File: config.mk
export PLATFORM = sky130hd
export DESIGN_NAME = pixel_stream_sink_flat
export DESIGN_NICKNAME = d
export VERILOG_FILES = /design/src/rtl/pixel_stream_sink_if.sv /design/src/rtl/pixel_stream_sink.sv /design/src/flat_wrapper.sv
export SDC_FILE = /design/constraint.sdc
export NUM_CORES = 1
export LEC_CHECK = 0
export BUFFER_PORTS_ARGS = -buffer_cell sky130_fd_sc_hd__buf_2
export CAP_MARGIN = 40
export CORE_AREA = 5 5 159 146
export CTS_CLUSTER_DIAMETER = 30
export CTS_CLUSTER_SIZE = 8
export DETAILED_ROUTE_END_ITERATION = 16
export DIE_AREA = 0 0 164 151
export HOLD_SLACK_MARGIN = 0.02
export PLACE_DENSITY_LB_ADDON = 0.1
export RECOVER_POWER = 100
export SYNTH_ARGS = -nofsm -noshare
export SYNTH_HDL_FRONTEND = slang
export SYNTH_SLANG_ARGS = --single-unit
File: constraint.sdc
create_clock -name pixel_clock -period 4.2 [get_ports pixel_clock]
set_input_delay 0.63 -clock pixel_clock [delete_from_list [all_inputs] [get_ports pixel_clock]]
set_output_delay 0.63 -clock pixel_clock [all_outputs]
set_load 0.01 [all_outputs]
File: src/rtl/pixel_stream_sink_if.sv
// Avalon-ST pixel beat bundle between a pixel source and pixel_stream_sink.
interface pixel_stream_sink_if #(
  parameter int DATA_WIDTH = 30
);
  logic [DATA_WIDTH-1:0] s_data;
  logic                  s_startofpacket;
  logic                  s_endofpacket;
  logic                  s_empty;
  logic                  s_valid;
  logic                  s_ready;

  modport master (
    output s_data, s_startofpacket, s_endofpacket, s_empty, s_valid,
    input  s_ready
  );

  modport slave (
    input  s_data, s_startofpacket, s_endofpacket, s_empty, s_valid,
    output s_ready
  );
endinterface

File: src/rtl/pixel_stream_sink.sv
// Pixel stream sink: framing/length checks, per-frame checksum, good-frame count, irq.
// Optional random backpressure on s_ready when PIXEL_SINK_BACKPRESSURE_EN is defined.
module pixel_stream_sink #(
  parameter int DATA_WIDTH  = 30,
  parameter int CNT_W       = 22,
  parameter int FRAME_CNT_W = 16
) (
  input  logic                   pixel_clock,
  input  logic                   pixel_resetn,
  pixel_stream_sink_if.slave     sink,
  input  logic                   enable,
  input  logic [CNT_W-1:0]       expected_pixels,
  input  logic [4:0]             err_mask,
  input  logic                   err_clear,
  input  logic                   irq_ack,
  output logic [DATA_WIDTH-1:0]  px_data,
  output logic                   px_valid,
  output logic                   px_sop,
  output logic                   frame_done,
  output logic [FRAME_CNT_W-1:0] frame_count,
  output logic [31:0]            last_checksum,
  output logic [4:0]             error_flags,
  output logic                   irq
);

  typedef enum logic [1:0] {S_IDLE, S_IN_FRAME, S_DROP} state_t;

  state_t           r_state, w_state_nxt;
  logic             r_ready, w_ready_nxt;
  logic [CNT_W-1:0] r_cnt, w_cnt_nxt, w_cnt_new, w_exp, r_exp, w_exp_nxt;
  logic [31:0]      r_ck, w_ck_nxt, w_ck_new, w_data_ext;
  logic [4:0]       w_err;
  logic             w_good, w_acc, w_sop, w_eop, w_track, r_done_pending;

  assign sink.s_ready = r_ready;
  assign w_acc        = sink.s_valid & r_ready;
  assign w_sop        = sink.s_startofpacket;
  assign w_eop        = sink.s_endofpacket;
  assign w_data_ext   = {{(32-DATA_WIDTH){1'b0}}, sink.s_data};

`ifdef PIXEL_SINK_BACKPRESSURE_EN
  logic [15:0] r_lfsr;
  always_ff @(posedge pixel_clock or negedge pixel_resetn) begin
    if (!pixel_resetn) r_lfsr <= 16'hACE1;
    else               r_lfsr <= {r_lfsr[14:0], r_lfsr[15] ^ r_lfsr[13] ^ r_lfsr[12] ^ r_lfsr[10]};
  end
  assign w_ready_nxt = enable & (r_lfsr[0] | r_lfsr[1]);
`else
  assign w_ready_nxt = enable;
`endif

  assign w_cnt_new = w_sop ? CNT_W'(1) : ((r_cnt == '1) ? r_cnt : r_cnt + 1'b1);
  assign w_exp     = w_sop ? expected_pixels : r_exp;
  assign w_ck_new  = w_sop ? w_data_ext : ({r_ck[30:0], r_ck[31]} ^ w_data_ext);

  // An SOP beat is handled identically from IDLE, DROP and IN_FRAME (restart);
  // only the EARLY_SOP flag and the LONG check differ, so one tracking path serves all.
  assign w_track = w_sop | (r_state == S_IN_FRAME);

  always_comb begin
    w_state_nxt = r_state;
    w_cnt_nxt   = r_cnt;
    w_ck_nxt    = r_ck;
    w_exp_nxt   = r_exp;
    w_err       = '0;
    w_good      = 1'b0;
    if (w_acc) begin
      w_err[4] = sink.s_empty;
      if (w_track) begin
        w_cnt_nxt   = w_cnt_new;
        w_ck_nxt    = w_ck_new;
        w_exp_nxt   = w_exp;
        w_err[1]    = w_sop & (r_state == S_IN_FRAME);
        w_state_nxt = S_IN_FRAME;
        if (w_eop) begin
          if ((w_exp == '0) || (w_cnt_new == w_exp)) w_good   = 1'b1;
          else                                       w_err[2] = 1'b1;
          w_state_nxt = S_IDLE;
        end else if (!w_sop && (w_exp != '0) && (w_cnt_new == w_exp)) begin
          w_err[3]    = 1'b1;
          w_state_nxt = S_DROP;
        end
      end else if (r_state == S_IDLE) begin
        w_err[0] = 1'b1;
      end else if (w_eop) begin
        w_state_nxt = S_IDLE;
      end
    end
  end

  always_ff @(posedge pixel_clock or negedge pixel_resetn) begin
    if (!pixel_resetn) begin
      r_state        <= S_IDLE;
      r_ready        <= 1'b0;
      r_cnt          <= '0;
      r_exp          <= '0;
      r_ck           <= '0;
      r_done_pending <= 1'b0;
      px_data        <= '0;
      px_valid       <= 1'b0;
      px_sop         <= 1'b0;
      frame_done     <= 1'b0;
      frame_count    <= '0;
      last_checksum  <= '0;
      error_flags    <= '0;
    end else begin
      r_state    <= w_state_nxt;
      r_ready    <= w_ready_nxt;
      r_cnt      <= w_cnt_nxt;
      r_exp      <= w_exp_nxt;
      r_ck       <= w_ck_nxt;
      px_valid   <= w_acc;
      frame_done <= w_good;
      if (w_acc) begin
        px_data <= sink.s_data;
        px_sop  <= w_sop;
      end
      if (w_good) begin
        frame_count   <= frame_count + 1'b1;
        last_checksum <= w_ck_new;
      end
      r_done_pending <= w_good | (r_done_pending & ~irq_ack);
      error_flags    <= (err_clear ? 5'b0 : error_flags) | w_err;
    end
  end

  assign irq = r_done_pending | (|(error_flags & err_mask));

endmodule

File: src/flat_wrapper.sv
// flat-port wrapper written by rule: the top's interface ports become plain ports
module pixel_stream_sink_flat 
#(
  parameter int DATA_WIDTH  = 30,
  parameter int CNT_W       = 22,
  parameter int FRAME_CNT_W = 16
)
  (pixel_clock, pixel_resetn, enable, expected_pixels, err_mask, err_clear, irq_ack, px_data, px_valid, px_sop, frame_done, frame_count, last_checksum, error_flags, irq, sink_s_data, sink_s_startofpacket, sink_s_endofpacket, sink_s_empty, sink_s_valid, sink_s_ready);
  pixel_stream_sink_if #(.DATA_WIDTH(DATA_WIDTH)) sink_i ();
  input  logic pixel_clock;
  input  logic pixel_resetn;
  input  logic enable;
  input  logic [CNT_W-1:0] expected_pixels;
  input  logic [4:0] err_mask;
  input  logic err_clear;
  input  logic irq_ack;
  output logic [DATA_WIDTH-1:0] px_data;
  output logic px_valid;
  output logic px_sop;
  output logic frame_done;
  output logic [FRAME_CNT_W-1:0] frame_count;
  output logic [31:0] last_checksum;
  output logic [4:0] error_flags;
  output logic irq;
  input wire logic [$bits(sink_i.s_data)-1:0] sink_s_data;
  input wire logic [$bits(sink_i.s_startofpacket)-1:0] sink_s_startofpacket;
  input wire logic [$bits(sink_i.s_endofpacket)-1:0] sink_s_endofpacket;
  input wire logic [$bits(sink_i.s_empty)-1:0] sink_s_empty;
  input wire logic [$bits(sink_i.s_valid)-1:0] sink_s_valid;
  output wire logic [$bits(sink_i.s_ready)-1:0] sink_s_ready;
  assign sink_i.s_data = sink_s_data;
  assign sink_i.s_startofpacket = sink_s_startofpacket;
  assign sink_i.s_endofpacket = sink_s_endofpacket;
  assign sink_i.s_empty = sink_s_empty;
  assign sink_i.s_valid = sink_s_valid;
  assign sink_s_ready = sink_i.s_ready;
  pixel_stream_sink #(.DATA_WIDTH(DATA_WIDTH), .CNT_W(CNT_W), .FRAME_CNT_W(FRAME_CNT_W)) u_core (.pixel_clock(pixel_clock), .pixel_resetn(pixel_resetn), .sink(sink_i), .enable(enable), .expected_pixels(expected_pixels), .err_mask(err_mask), .err_clear(err_clear), .irq_ack(irq_ack), .px_data(px_data), .px_valid(px_valid), .px_sop(px_sop), .frame_done(frame_done), .frame_count(frame_count), .last_checksum(last_checksum), .error_flags(error_flags), .irq(irq));
endmodule
==> impl_metrics.csv <==
group,metric,value,unit
critical_path,worstSetupStartpointType,"register",
critical_path,r2r_slack,0.46,ns
timing,clock.fmax,267,MHz
cells_and_area,utilization,46.5,%
placed_design,dp_hpwl,16800,um
cells_and_area,final_cell_mix,"dfrtp_1, clkbuf_1, nand2_1, o21ai_0, buf_2",
outcome,violations,"capacitance limit, slew limit",
timing,worst_slew_pin_slew,2.12,ns
cts,holdBufCountCts,1,
cts,htreeDepth,4,
drt,drc,0,
cells_and_area,fill_cells,2152,
timing,finalCriticalPeriod,3.74,ns
die,die_y,151,um
cts,cts_tree,"yes",
cts,post-cts-setup-buffer-count,0,
synthesis,synth_area_leaders,"dfrtp_1, mux2_2, xnor2_1",
drt,vias_per_cell,5.31,
critical_path,worstSetupEndpointType,"register",
synthesis,synth_edf_count,0,
drt,drt_iter0_markers,445,
timing,final_hold_viol_count,0,
critical_path,critPathArrivalTime,4.09,ns
pwr,p_seq_share,45.8,%
placed_design,place_ws,0.545,ns
timing,fin_tns_setup,0,ns
cells_and_area,nets,1020,
critical_path,crit_type,"register to register",
timing,period_share,89.1,%
global_routing,grt_pass1_vias,6749,
global_routing,grt_pass1_wl,38200,um
synthesis,yosysWarnings,0,
pwr,power.density,429,nW/um2
pwr,clkPwrFrac,38.1,%
synthesis,syn_area,8390,um2
cts,worstSkewPairLatency,0.43,ns
synthesis,synth_top_area_share,49.5,%
pwr,ir_worst_vdd,0.223,mV
cts,ctsResizeCount,0,
pwr,switching_share,29.1,%
drt,drt-total-wl,23500,um
critical_path,cp.required,4.55,ns
die,start_util,39.3,%
timing,slew-limit-headroom,-41.2,%
cells_and_area,final_common_cell,"dfrtp_1",
outcome,status,"finished, violations left",
timing,rsz0062_at_grt,"no",
global_routing,grt_max_degree,85,
timing,slew_violations,119,
cells_and_area,drive_gt1_share,18.2,%
placed_design,place.gp.congestion,0.937,
critical_path,worstPathMaxFanout,62,
synthesis,synth-main-ff-cell,"dfrtp_1",
synthesis,synth-seq-cells,166,
critical_path,rr_startpoint,"u_core.r_cnt[8]",
timing,layout_setup_ws,0.460,ns
pwr,internal_power,3.02,mW
cts,clkSlewWorstSetupHoldPaths,0.07,ns
run,max-cap-violations,2,
synthesis,async_flop_share,100,%
die,rows,51,
global_routing,gr-total-overflow,0,
timing,fin_skew,0.0128,ns
pwr,power_frac_comb,16.1,%
drt,avgRoutedWirePerCell,18.7,um
min_path,hold_class,"input port to register",
min_path,hold_start,"enable",
cells_and_area,syn2layout_area_growth,18.3,%
timing,setup_viol,0,
cts,root_buffer,"clkbuf_16",
pwr,power,4.26,mW
drt,antenna_left,0,
pwr,p_leak,4.25,nW
drt,vias,6664,
cts,clock-sinks,166,
pwr,p_sw,1.24,mW
placed_design,portBuffers,153,
synthesis,synth_nets,879,
synthesis,ys_seq_area_share,49.5,%
global_routing,gr-usage-all-layers,19.7,%
die,core,21300,um2
global_routing,antenna_found_initial,1,
synthesis,avgSynthCellArea,10.3,um2
cells_and_area,antenna_cells,0,
synthesis,synth.distinct_cells,67,
synthesis,synth_cells,811,
synthesis,yosysTopAreaCell,"dfrtp_1",
die,die_w,164,um
cts,cts_buffer_depth,2,
drt,first_pass_iters,5,
cts,cts_buffers,17,
die,io_pins,154,
critical_path,critical_path.startpoint,"u_core.r_cnt[8]",
die,die_area,24800,um2
## state kept, by name, indices dropped and copies added (netlist names)
name                   cells
u_core.error_flags         5
u_core.r_exp              22
u_core.r_cnt              22
u_core.px_valid            1
u_core.last_checksum      32
u_core.r_state             2
u_core.px_sop              1
u_core.px_data            30
u_core.sink.s_ready        1
u_core.frame_done          1
u_core.r_ck               32
u_core.r_done_pending      1
u_core.frame_count        16
## worst paths after layout
path,to,cells past startpoint
worst max-delay path,u_core.frame_count[11],10
worst min-delay path,u_core.sink.s_ready,1
worst max register to register,u_core.frame_count[11],10
max in group asynchronous,u_core.last_checksum[14],4
min in group asynchronous,u_core.last_checksum[27],2
worst min register to register,u_core.r_ck[11],2
## cells in the mapped netlist (all sizes together) (4+ instances only)
library cell	count
a21oi	25
a22oi	4
a31oi	11
a32o	4
a41oi	5
and2	5
and3	12
and4	5
buf	20
clkbuf	33
dfrtp	166
inv	9
mux2	66
nand2	93
nand3	25
nand4	10
nor2	30
nor2b	24
nor3	14
nor3b	5
nor4	16
o21ai	78
o31ai	29
or4	5
xnor2	50
xor2	21
## stage by stage
stage | instance area (um2) | instances | hold WS (ns)
after floorplan | 8390 | 811 | 0.334
after global placement | 9480 | 1221 | 0.455
after detailed placement | 9520 | 1223 | 0.444
after CTS | 10100 | 1256 | 0.293
after global routing | 9920 | 1256 | 0.298
final | 9920 | 1256 | 0.310
## routing by layer
layer | global-route usage, % | wire, um | vias up
met5 | 0 | 7 | -
met4 | 5.91 | 454 | 2
met3 | 5.06 | 1520 | 33
met2 | 30.2 | 10900 | 215
met1 | 27.6 | 10600 | 3214
li1 | - | - | 3200
## worst max-delay path: stages (launching register included)
cell and delay (ns):
dfrtp_1 0.61, nand3_1 0.39, nor4_4 0.44, and2_1 0.35, a41oi_1 0.16, o41a_1 0.46
a2111oi_4 0.21, a31oi_1 0.22, buf_12 0.23, nor4b_1 0.37, xor2_1 0.18
## layout make-up
cell class                 instances  area [um2]  area share [%]
timing repair buffer             175         821            8.28
inverter                          10        37.5           0.378
tap                              291         364            3.67
multi-input combinational        582        3930            39.6
clock buffer                      20         447            4.50
clock inverter                    12         163            1.64
sequential                       166        4150            41.9
## cells by family after synthesis
| logic type | after synthesis | share of synthesized area (%) |
|---|---|---|
| AND/OR/NAND/NOR | 255 | 16.1 |
| AO/OA/AOI/OAI | 185 | 14.2 |
| flip-flops | 166 | 49.5 |
| XOR/XNOR | 71 | 7.42 |
| multiplexers | 69 | 9.22 |
| buffers and inverters | 63 | 3.18 |
| adder cells (fa/ha/maj) | 2 | 0.298 |
## power by group through the flow
stage	sequential (mW)	clock [mW]	combinational (mW)
detailed placement	1.98	0	0.718
global route	1.98	1.73	0.781
floorplan	1.94	0	0.458
global placement	1.98	0	0.712
finish	1.95	1.62	0.684
CTS	1.95	1.67	0.721
Note: power is estimated with default switching activity, not from simulation.
